<file path="config.mk">
export PLATFORM = sky130hd
export DESIGN_NAME = piezo_tune_seq
export DESIGN_NICKNAME = d
export VERILOG_FILES = /design/src/rtl/piezo_tune_seq.sv
export SDC_FILE = /design/constraint.sdc
export NUM_CORES = 1
export LEC_CHECK = 0
export CAP_MARGIN = 20
export CORE_MARGIN = 2
export CORE_UTILIZATION = 45
export CTS_BUF_LIST = sky130_fd_sc_hd__clkbuf_8
export CTS_CLUSTER_SIZE = 25
export DETAILED_ROUTE_END_ITERATION = 10
export PLACE_DENSITY = 0.67
export SYNTH_ARGS = -nofsm -noshare
export SYNTH_HDL_FRONTEND = slang
export SYNTH_SLANG_ARGS = --single-unit
</file>
<file path="constraint.sdc">
create_clock -name clk -period 2.1 [get_ports clk]
set_input_delay 0.525 -clock clk [delete_from_list [all_inputs] [get_ports clk]]
set_output_delay 0.525 -clock clk [all_outputs]
set_load 0.02 [all_outputs]
</file>
<file path="src/rtl/piezo_tune_seq.sv">
// Tune sequencer for the piezo frequency counter: walks a small note ROM and
// drives note_per/clr with per-note play time and a fixed silent gap after each note.
module piezo_tune_seq #(
  parameter int TICK_CYC = 4194304,
  parameter int GAP_CYC  = 262144
) (
  input  logic        clk,
  input  logic        rst_n,
  input  logic        start,
  input  logic [1:0]  tune_sel,
  input  logic        abort,
  output logic [14:0] note_per,
  output logic        clr,
  output logic        busy,
  output logic        done
);

  // state | meaning
  // IDLE  | silent, waiting for start
  // LOAD  | one clk: fetch ROM entry, latch note_per/dur/last
  // PLAY  | piezo toggling for dur*TICK_CYC clks
  // GAP   | forced silence for GAP_CYC clks
  typedef enum logic [1:0] {IDLE, LOAD, PLAY, GAP} state_t;

  localparam logic [25:0] TICK_W   = 26'(TICK_CYC);
  localparam logic [18:0] GAP_TERM = 19'(GAP_CYC - 1);

  state_t      state, state_nxt;
  logic [3:0]  addr, addr_nxt;
  logic [2:0]  dur;
  logic        last;
  logic [25:0] dur_cnt, dur_cnt_nxt;
  logic [18:0] gap_cnt, gap_cnt_nxt;
  logic        done_nxt;
  logic        load;
  logic [25:0] dur_term;

  logic [18:0] rom_word;
  logic [14:0] rom_per;
  logic [2:0]  rom_dur;
  logic        rom_last;

  // ROM entry = {per[14:0], dur[2:0], last}
  always_comb begin
    rom_word = 19'd0;
    case (addr)
      4'd0:    rom_word = {15'h7C90, 3'd1, 1'b0};
      4'd1:    rom_word = {15'h5D51, 3'd1, 1'b0};
      4'd2:    rom_word = {15'h4A11, 3'd1, 1'b0};
      4'd3:    rom_word = {15'h3E48, 3'd3, 1'b1};
      4'd4:    rom_word = {15'h6000, 3'd2, 1'b1};
      4'd8:    rom_word = {15'h7000, 3'd1, 1'b0};
      4'd9:    rom_word = {15'h6000, 3'd1, 1'b1};
      4'd12:   rom_word = {15'h0000, 3'd0, 1'b1};
      default: rom_word = 19'd0;
    endcase
  end

  assign rom_per  = rom_word[18:4];
  assign rom_dur  = rom_word[3:1];
  assign rom_last = rom_word[0];

  // dur<=7 and TICK_CYC<=2^22 keeps the product inside 26 bits
  assign dur_term = 26'(dur) * TICK_W - 26'd1;

  always_ff @(posedge clk or negedge rst_n) begin
    if (!rst_n) state <= IDLE;
    else        state <= state_nxt;
  end

  always_comb begin
    state_nxt   = state;
    addr_nxt    = addr;
    dur_cnt_nxt = dur_cnt;
    gap_cnt_nxt = gap_cnt;
    done_nxt    = 1'b0;
    load        = 1'b0;
    case (state)
      IDLE: begin
        if (start && !abort) begin
          addr_nxt  = {tune_sel, 2'b00};
          state_nxt = LOAD;
        end
      end
      LOAD: begin
        load = 1'b1;
        if (rom_dur != 3'd0) begin
          state_nxt = PLAY;
        end else begin
          state_nxt = IDLE;
          done_nxt  = 1'b1;
        end
      end
      PLAY: begin
        if (dur_cnt == dur_term) begin
          dur_cnt_nxt = 26'd0;
          state_nxt   = GAP;
        end else begin
          dur_cnt_nxt = dur_cnt + 26'd1;
        end
      end
      GAP: begin
        if (gap_cnt == GAP_TERM) begin
          gap_cnt_nxt = 19'd0;
          if (last) begin
            state_nxt = IDLE;
            done_nxt  = 1'b1;
          end else begin
            addr_nxt  = addr + 4'd1;
            state_nxt = LOAD;
          end
        end else begin
          gap_cnt_nxt = gap_cnt + 19'd1;
        end
      end
      default: state_nxt = IDLE;
    endcase
    // abort overrides everything, including a pending LOAD fetch
    if (abort && state != IDLE) begin
      state_nxt   = IDLE;
      done_nxt    = 1'b0;
      dur_cnt_nxt = 26'd0;
      gap_cnt_nxt = 19'd0;
      load        = 1'b0;
    end
  end

  always_ff @(posedge clk or negedge rst_n) begin
    if (!rst_n) begin
      addr     <= 4'd0;
      dur      <= 3'd0;
      last     <= 1'b0;
      note_per <= 15'd0;
      dur_cnt  <= 26'd0;
      gap_cnt  <= 19'd0;
      done     <= 1'b0;
    end else begin
      addr    <= addr_nxt;
      dur_cnt <= dur_cnt_nxt;
      gap_cnt <= gap_cnt_nxt;
      done    <= done_nxt;
      if (load) begin
        note_per <= rom_per;
        dur      <= rom_dur;
        last     <= rom_last;
      end
    end
  end

  assign clr  = (state != PLAY);
  assign busy = (state != IDLE);

endmodule

</file>
==> qor.yml, run 1 <==
clockRootBuffer: "clkbuf_8"
regToRegSetupSlack_ns: 0.16
gr-total-overflow: 0
design.final.nets: 462
top_library_cells_by_usage_in_the_layout_fill_and_taps_aside: "dfrtp_1 (67), nand2_1 (50), nor2_1 (42)"
postSynthRegisterBits: 67
critPathKind: "reg2reg"
share_seq_of_total_power: 0.434
place.port_buffers: 20
first_global_vias: 2960
synth_ff_type: "dfrtp_1"
power.density_cell_area_nw_per_um2: 845.1
synthCells: 400
clock_insertion_delay_at_the_later_pin_of_the_skew_report_ns: 0.35
grt_antenna_before_repair: 0
detailedRoute.firstIterationViolations: 113
grt_max_degree: 68
ys_async_sr_fraction: 1.000
routed_wire_length_per_instance_um: 13.85
finalPower_mw: 3.703
syn_area_per_cell_um2: 9.056
power.net_switching_mw: 1.193
crit_required_ns: 2.34
most_frequent_standard_cell_in_the_layout_excluding_fill_and_tap_cells: "dfrtp_1"
post-route-min-period_ns: 1.943
postCtsSetupBuffers: 0
io_pins: 24
netlist_area_um2: 3622
cellInternalPower_mw: 2.510
vdd_ir_drop_max_mv: 0.4568
worstRegToRegCells: 5
hold_class: "in2async"
cap_viol_max_count: 0
crit_path_end_kind: "flop"
route.detailed.drc: 0
finClkSkew_ns: 0.01294
place_ws_ns: -0.1137
layout.core_utilization: 0.5641
route.detailed.vias_per_inst: 5.446
gpl.final_weighted_congestion: 0.8750
flow.area_growth_from_synthesis_pct: 20.97
timing.fmax_ghz: 0.5147
setup-violations-final: 0
dr.pass1.iters: 4
tritoncts_num_sinks: 67
clock_slew_at_the_register_clock_pins_of_the_worst_setup_and_hold_paths_ns: 0.07
drive_above_1_share: 0.1372
number_of_buffers_inserted_for_hold_repair_after_clock_tree_synthesis: 0
cts-buffers-inserted: 9
run_status: "completed"
hold_vio_cnt_final: 0
initial_core_util: 0.4663
via_count: 3017
die_h_um: 93.72
critical_path_peak_fanout: 5
swShare: 0.3222
core.rowCount: 32
critical_path.startpoint_type: "flop"
design.core.area_um2: 7767
synth-edff-count: 0
post_synth_num_cell_types: 54
finalWorstSetupSlack_ns: 0.1571
final_antenna_net_count: 0
report.final.slew_viol_count: 0
htreeDepth: 3
clockPowerShare: 0.298
leakage_nw: 1.924
antenna_cells_inserted: 0
dpl.hpwl_um: 5393
rsz0062_at_grt: "false"
width_of_the_chip_um: 93.72
cts_max_path_buffers: 2
tritoncts_clock_tree: "built"
worstReg2RegStart: "dur_cnt[8]$_DFFE_PN0P_"
seq_area_frac_synth: 0.4629
gr-usage-all-layers: 0.1953
die_area_um2: 8783
wl_um: 7671
crit_arrival_ns: 2.18
worst_r2r_endpoint: "dur_cnt[25]$_DFFE_PN0P_"
grt_pass1_wl_um: 13660
final_min_period_over_clock_period: 0.9252
p_comb_frac: 0.268
post_cts_resize_count: 0
synth-warning-count: 0
Yosys cell counts (9+ instances only):
library cell | number | share of area
o21ai_0 | 18 | 0.025
nand2_1 | 50 | 0.052
mux2i_1 | 12 | 0.033
nor2_1 | 42 | 0.044
xnor2_1 | 11 | 0.027
xor2_1 | 13 | 0.031
clkbuf_1 | 11 | 0.011
nor3_1 | 10 | 0.014
inv_1 | 12 | 0.012
nand3_1 | 27 | 0.037
a21oi_1 | 19 | 0.026
dfrtp_1 | 67 | 0.46
nand4_1 | 16 | 0.028
ha_1 | 9 | 0.031
flip-flops by register name, indices dropped and copies added (netlist names):
| name | cells |
|---|---|
| addr | 4 |
| done | 1 |
| note_per | 12 |
| last | 1 |
| dur_cnt | 26 |
| gap_cnt | 19 |
| state | 2 |
| dur | 2 |
metrics by stage:
step / TNS (ns) / area, µm² / hold WS [ns] / instances
after floorplan: 0 / 3630 / 0.2294 / 402
after global placement: -0.3895 / 4161 / 0.4622 / 538
after detailed placement: -1.189 / 4161 / 0.4690 / 538
after CTS: 0 / 4367 / 0.2076 / 554
after global routing: 0 / 4382 / 0.2161 / 554
final: 0 / 4382 / 0.1703 / 554
worst max-delay path: stages, from the launching register on:
cell and delay [ns]:
dfrtp_1 0.42, nand4_1 0.19, or4_4 0.50, or4b_4 0.50, xor2_1 0.17, nor2_2 0.05
final cells by class:
class	instances	area (µm²)
clock inverter	5	53.80
multi-input combinational	303	1826
tap	102	127.6
clock buffer	11	151.4
sequential	67	1677
fill	718	3386
timing repair buffer	53	498.0
inverter	13	48.80
power groups by stage:
stage	Sequential [mW]	Combinational, mW	Clock (mW)
floorplan	1.64	0.571	0
global placement	1.63	0.985	0
detailed placement	1.63	1.00	0
CTS	1.61	1.00	1.13
global route	1.63	1.12	1.18
finish	1.61	0.994	1.10
worst max path at each step:
stage                                  from                 endpoint  slack [ns]  cells after the start
floorplan            gap_cnt[0]$_DFFE_PN0P_      addr[3]$_DFFE_PN0P_        0.16                      6
global placement                      abort  dur_cnt[25]$_DFFE_PN0P_       -0.09                      6
detailed placement                    abort  dur_cnt[25]$_DFFE_PN0P_       -0.11                      6
CTS                    state[0]$_DFFE_PN0P_                      clr      0.0005                      2
global route        dur_cnt[16]$_DFFE_PN0P_  dur_cnt[15]$_DFFE_PN0P_       0.005                      6
finish               dur_cnt[8]$_DFFE_PN0P_  dur_cnt[25]$_DFFE_PN0P_        0.16                      5
logic make-up after synthesis:
| group | share of synthesized area |
|---|---|
| other cells | 0.001035 |
| flops | 0.4629 |
| compound gates | 0.1178 |
| mux | 0.03938 |
| fa+ha+maj | 0.03109 |
| simple gates | 0.2518 |
| xor+xnor | 0.05803 |
| buf+inv | 0.03799 |
metal layers:
layer,vias to the layer above,part of all wire,track usage
met5,-,0,0
met4,0,0.012,0.05918
met3,8,0.033,0.04575
met2,35,0.46,0.3179
met1,1462,0.50,0.2593
li1,1512,-,-
Power figures use the tool's default switching activity.
==> inputs of run 2 (changes only) <==
--- a/config.mk
+++ b/config.mk
@@ -6,12 +6,14 @@
 export NUM_CORES = 1
 export LEC_CHECK = 0
 export CAP_MARGIN = 20
+export CELL_PAD_IN_SITES_DETAIL_PLACEMENT = 1
+export CELL_PAD_IN_SITES_GLOBAL_PLACEMENT = 1
 export CORE_MARGIN = 2
-export CORE_UTILIZATION = 45
+export CORE_UTILIZATION = 43
 export CTS_BUF_LIST = sky130_fd_sc_hd__clkbuf_8
 export CTS_CLUSTER_SIZE = 25
 export DETAILED_ROUTE_END_ITERATION = 10
-export PLACE_DENSITY = 0.67
+export PLACE_DENSITY_LB_ADDON = 0.12
 export SYNTH_ARGS = -nofsm -noshare
 export SYNTH_HDL_FRONTEND = slang
 export SYNTH_SLANG_ARGS = --single-unit
==> run 2 against run 1 <==
Net effect:
- global-route usage is 2.8 points higher
- clock skew shrank 0.0033 ns
- count of clock-buffer cells in the layout shrank 1
- die area grew 4.4%
- register-to-register slack worse by 0.09 ns
- final area is 0.71% higher
- final cell count increased by 1.6%
- setup slack got worse by 0.088 ns
- via count grew 2.5%
- critical path depth up 1
- maximum frequency shrank 4.4%
- sequential share of layout area shrank 0.24 points
- largest power group unchanged
==> qor.yml, run 2 (synthesis results as in run 1) <==
run_status: "completed"  # unchanged
critical_path_peak_fanout: 6  # was 5
power.net_switching_mw: 1.292  # was 1.193 mW
via_count: 3091  # was 3017
number_of_buffers_inserted_for_hold_repair_after_clock_tree_synthesis: 0  # unchanged
clock_slew_at_the_register_clock_pins_of_the_worst_setup_and_hold_paths_ns: 0.08  # was 0.07 ns
timing.hold.ws_ns: 0.1929  # was 0.1703 ns
route.detailed.drc: 0  # unchanged
top_library_cells_by_usage_in_the_layout_fill_and_taps_aside: "dfrtp_1 (66), nand2_1 (50), nor2_1 (42)"  # was dfrtp_1 (67), nand2_1 (50), nor2_1 (42)
gr-total-overflow: 0  # unchanged
slowest_stage: "or4_1"  # was or4_4
use_met2: 0.3800  # was 0.3179
cells_along_the_critical_path: "nand3_2, or4_1, buf_4, nor4_1, xnor2_1, nor2_1"  # was nand4_1, or4_4, or4b_4, xor2_1, nor2_2
setup-violations-final: 0  # unchanged
hold_class: "in2async"  # unchanged
finClkSkew_ns: 0.009666  # was 0.01294 ns
p_comb_frac: 0.264  # was 0.268
clockRootBuffer: "clkbuf_8"  # unchanged
crit_arrival_ns: 2.26  # was 2.18 ns
final_min_period_over_clock_period: 0.9673  # was 0.9252
dr.pass1.iters: 4  # unchanged
route.detailed.vias_per_inst: 5.490  # was 5.446
hold_vio_cnt_final: 0  # unchanged
die_h_um: 95.78  # was 93.72 µm
initial_core_util: 0.4431  # was 0.4663
die_area_um2: 9174  # was 8783 µm²
flow.area_growth_from_synthesis_pct: 21.83  # was 20.97%
grt_busiest_layer: "met2"  # unchanged
design.final.nets: 468  # was 462
routed_wire_length_per_instance_um: 16.62  # was 13.85 µm
gr-usage-all-layers: 0.2235  # was 0.1953
drive_above_1_share: 0.1528  # was 0.1372
placed_cell_area_um2: 4185  # was 4161 µm²
leakage_nw: 1.925  # was 1.924 nW
first_global_vias: 3247  # was 2960
timing.fmax_ghz: 0.4923  # was 0.5147 GHz
crit_path_end_kind: "flop"  # unchanged
report.final.slew_viol_count: 0  # unchanged
largest_register_ffs: 26  # unchanged
dpl.hpwl_um: 6562  # was 5393 µm
critical-path-top-delay-family: "simple AND/OR/NAND/NOR gates"  # unchanged
place.port_buffers: 20  # unchanged
gpl.final_weighted_congestion: 0.8112  # was 0.8750
share_seq_of_total_power: 0.416  # was 0.434
layout.core_utilization: 0.5398  # was 0.5641
grt_util_met3: 0.04385  # was 0.04575
worstReg2RegStart: "dur_cnt[5]$_DFFE_PN0P_"  # was dur_cnt[8]$_DFFE_PN0P_
crit_required_ns: 2.33  # was 2.34 ns
swShare: 0.3321  # was 0.3222
clock_insertion_delay_at_the_later_pin_of_the_skew_report_ns: 0.35  # about the same
finalWorstSetupSlack_ns: 0.06876  # was 0.1571 ns
htreeDepth: 3  # unchanged
rsz0062_at_grt: "false"  # unchanged
detailedRoute.firstIterationViolations: 156  # was 113
clockPowerShare: 0.320  # was 0.298
critical_path.startpoint_type: "flop"  # unchanged
antenna_cells_inserted: 0  # unchanged
cellInternalPower_mw: 2.598  # was 2.510 mW
grt_pass1_wl_um: 15840  # was 13660 µm
finalSetupTns_ns: 0  # unchanged
cts_max_path_buffers: 2  # unchanged
post-route-min-period_ns: 2.031  # was 1.943 ns
grt.met1_usage: 0.2926  # was 0.2593
timing.critical_path.from: "dur_cnt[5]$_DFFE_PN0P_"  # was dur_cnt[8]$_DFFE_PN0P_
grt_max_degree: 68  # unchanged
finish.instance_area_um2: 4413  # was 4382 µm²
postCtsSetupBuffers: 0  # unchanged
final_antenna_net_count: 0  # unchanged
place_ws_ns: -0.1077  # was -0.1137 ns
largest_register: "dur_cnt"  # unchanged
final_cells: 563  # was 554
io_pins: 24  # unchanged
dpl.cell_count: 547  # was 538
cts-buffers-inserted: 9  # unchanged
tritoncts_num_sinks: 67  # unchanged
wl_um: 9358  # was 7671 µm
vdd_ir_drop_max_mv: 0.4558  # was 0.4568 mV
width_of_the_chip_um: 95.78  # was 93.72 µm
largest_registers_in_the_final_layout: "dur_cnt: 26 flops, gap_cnt: 19 flops, note_per: 12 flops"  # unchanged
power.density_cell_area_nw_per_um2: 881.4  # was 845.1 nW/µm²
critPathKind: "reg2reg"  # unchanged
filler_cell_count: 956  # was 718
max_stage_delay_ns: 0.62  # was 0.50 ns
critPathBufInv: 1  # was 0
core.rowCount: 33  # was 32
grt_antenna_before_repair: 0  # unchanged
cap_viol_max_count: 0  # unchanged
most_frequent_standard_cell_in_the_layout_excluding_fill_and_tap_cells: "dfrtp_1"  # unchanged
finalPower_mw: 3.890  # was 3.703 mW
tritoncts_clock_tree: "built"  # unchanged
design.core.area_um2: 8175  # was 7767 µm²
## run 2: cell types whose count changed in the layout (fill, tap and decap cells not counted), sizes merged
cell | before | now
clkinv | 2 | 3
clkbuf | 11 | 10
dlymetal6s2s | 2 | 0
clkinvlp | 1 | 2
inv | 14 | 12
bufinv | 1 | 2
dlygate4sd2 | 0 | 2
buf | 34 | 40
## run 2: worst paths after layout
path | end | slack, ns | depth (start not counted)
min reg2reg | note_per[10]$_DFFE_PN0P_ | 0.48 | 2
min | note_per[12]$_DFFE_PN0P_ | 0.19 | 2
min in group clk | note_per[10]$_DFFE_PN0P_ | 0.48 | 2
max reg2reg | dur_cnt[22]$_DFFE_PN0P_ | 0.07 | 6
max in group asynchronous | gap_cnt[1]$_DFFE_PN0P_ | 1.60 | 2
max | dur_cnt[22]$_DFFE_PN0P_ | 0.07 | 6
## run 2: timing repair
action | in CTS | in global routing
gates resized for setup | 2 | 2
pin swaps | 0 | 0
setup endpoints to repair | 2 | 8
## run 2: routing by layer
layer / share of wire / routed length (µm) / vias to the layer above
met2: 0.49 / 4588 / 42
met4: 0.0081 / 76 / 0
met3: 0.028 / 258 / 7
li1: - / - / 1510
met1: 0.47 / 4435 / 1532
met5: 0 / 0 / -
## run 2: power groups by stage
stage / Combinational (mW) / Clock, mW / Sequential, mW
after floorplan: 0.571 / 0 / 1.64
after global placement: 1.00 / 0 / 1.63
after detailed placement: 1.04 / 0 / 1.64
after CTS: 1.05 / 1.26 / 1.62
after global routing: 1.14 / 1.33 / 1.65
final: 1.03 / 1.24 / 1.62
## run 2: cell type report
type | instances | area (µm²) | share of cell area
clock buffer | 10 | 137.6 | 0.03119
multi-input combinational | 303 | 1818 | 0.4120
clock inverter | 6 | 88.84 | 0.02013
inverter | 13 | 48.80 | 0.01106
tap | 105 | 131.4 | 0.02977
sequential | 67 | 1678 | 0.3802
timing repair buffer | 59 | 510.5 | 0.1157
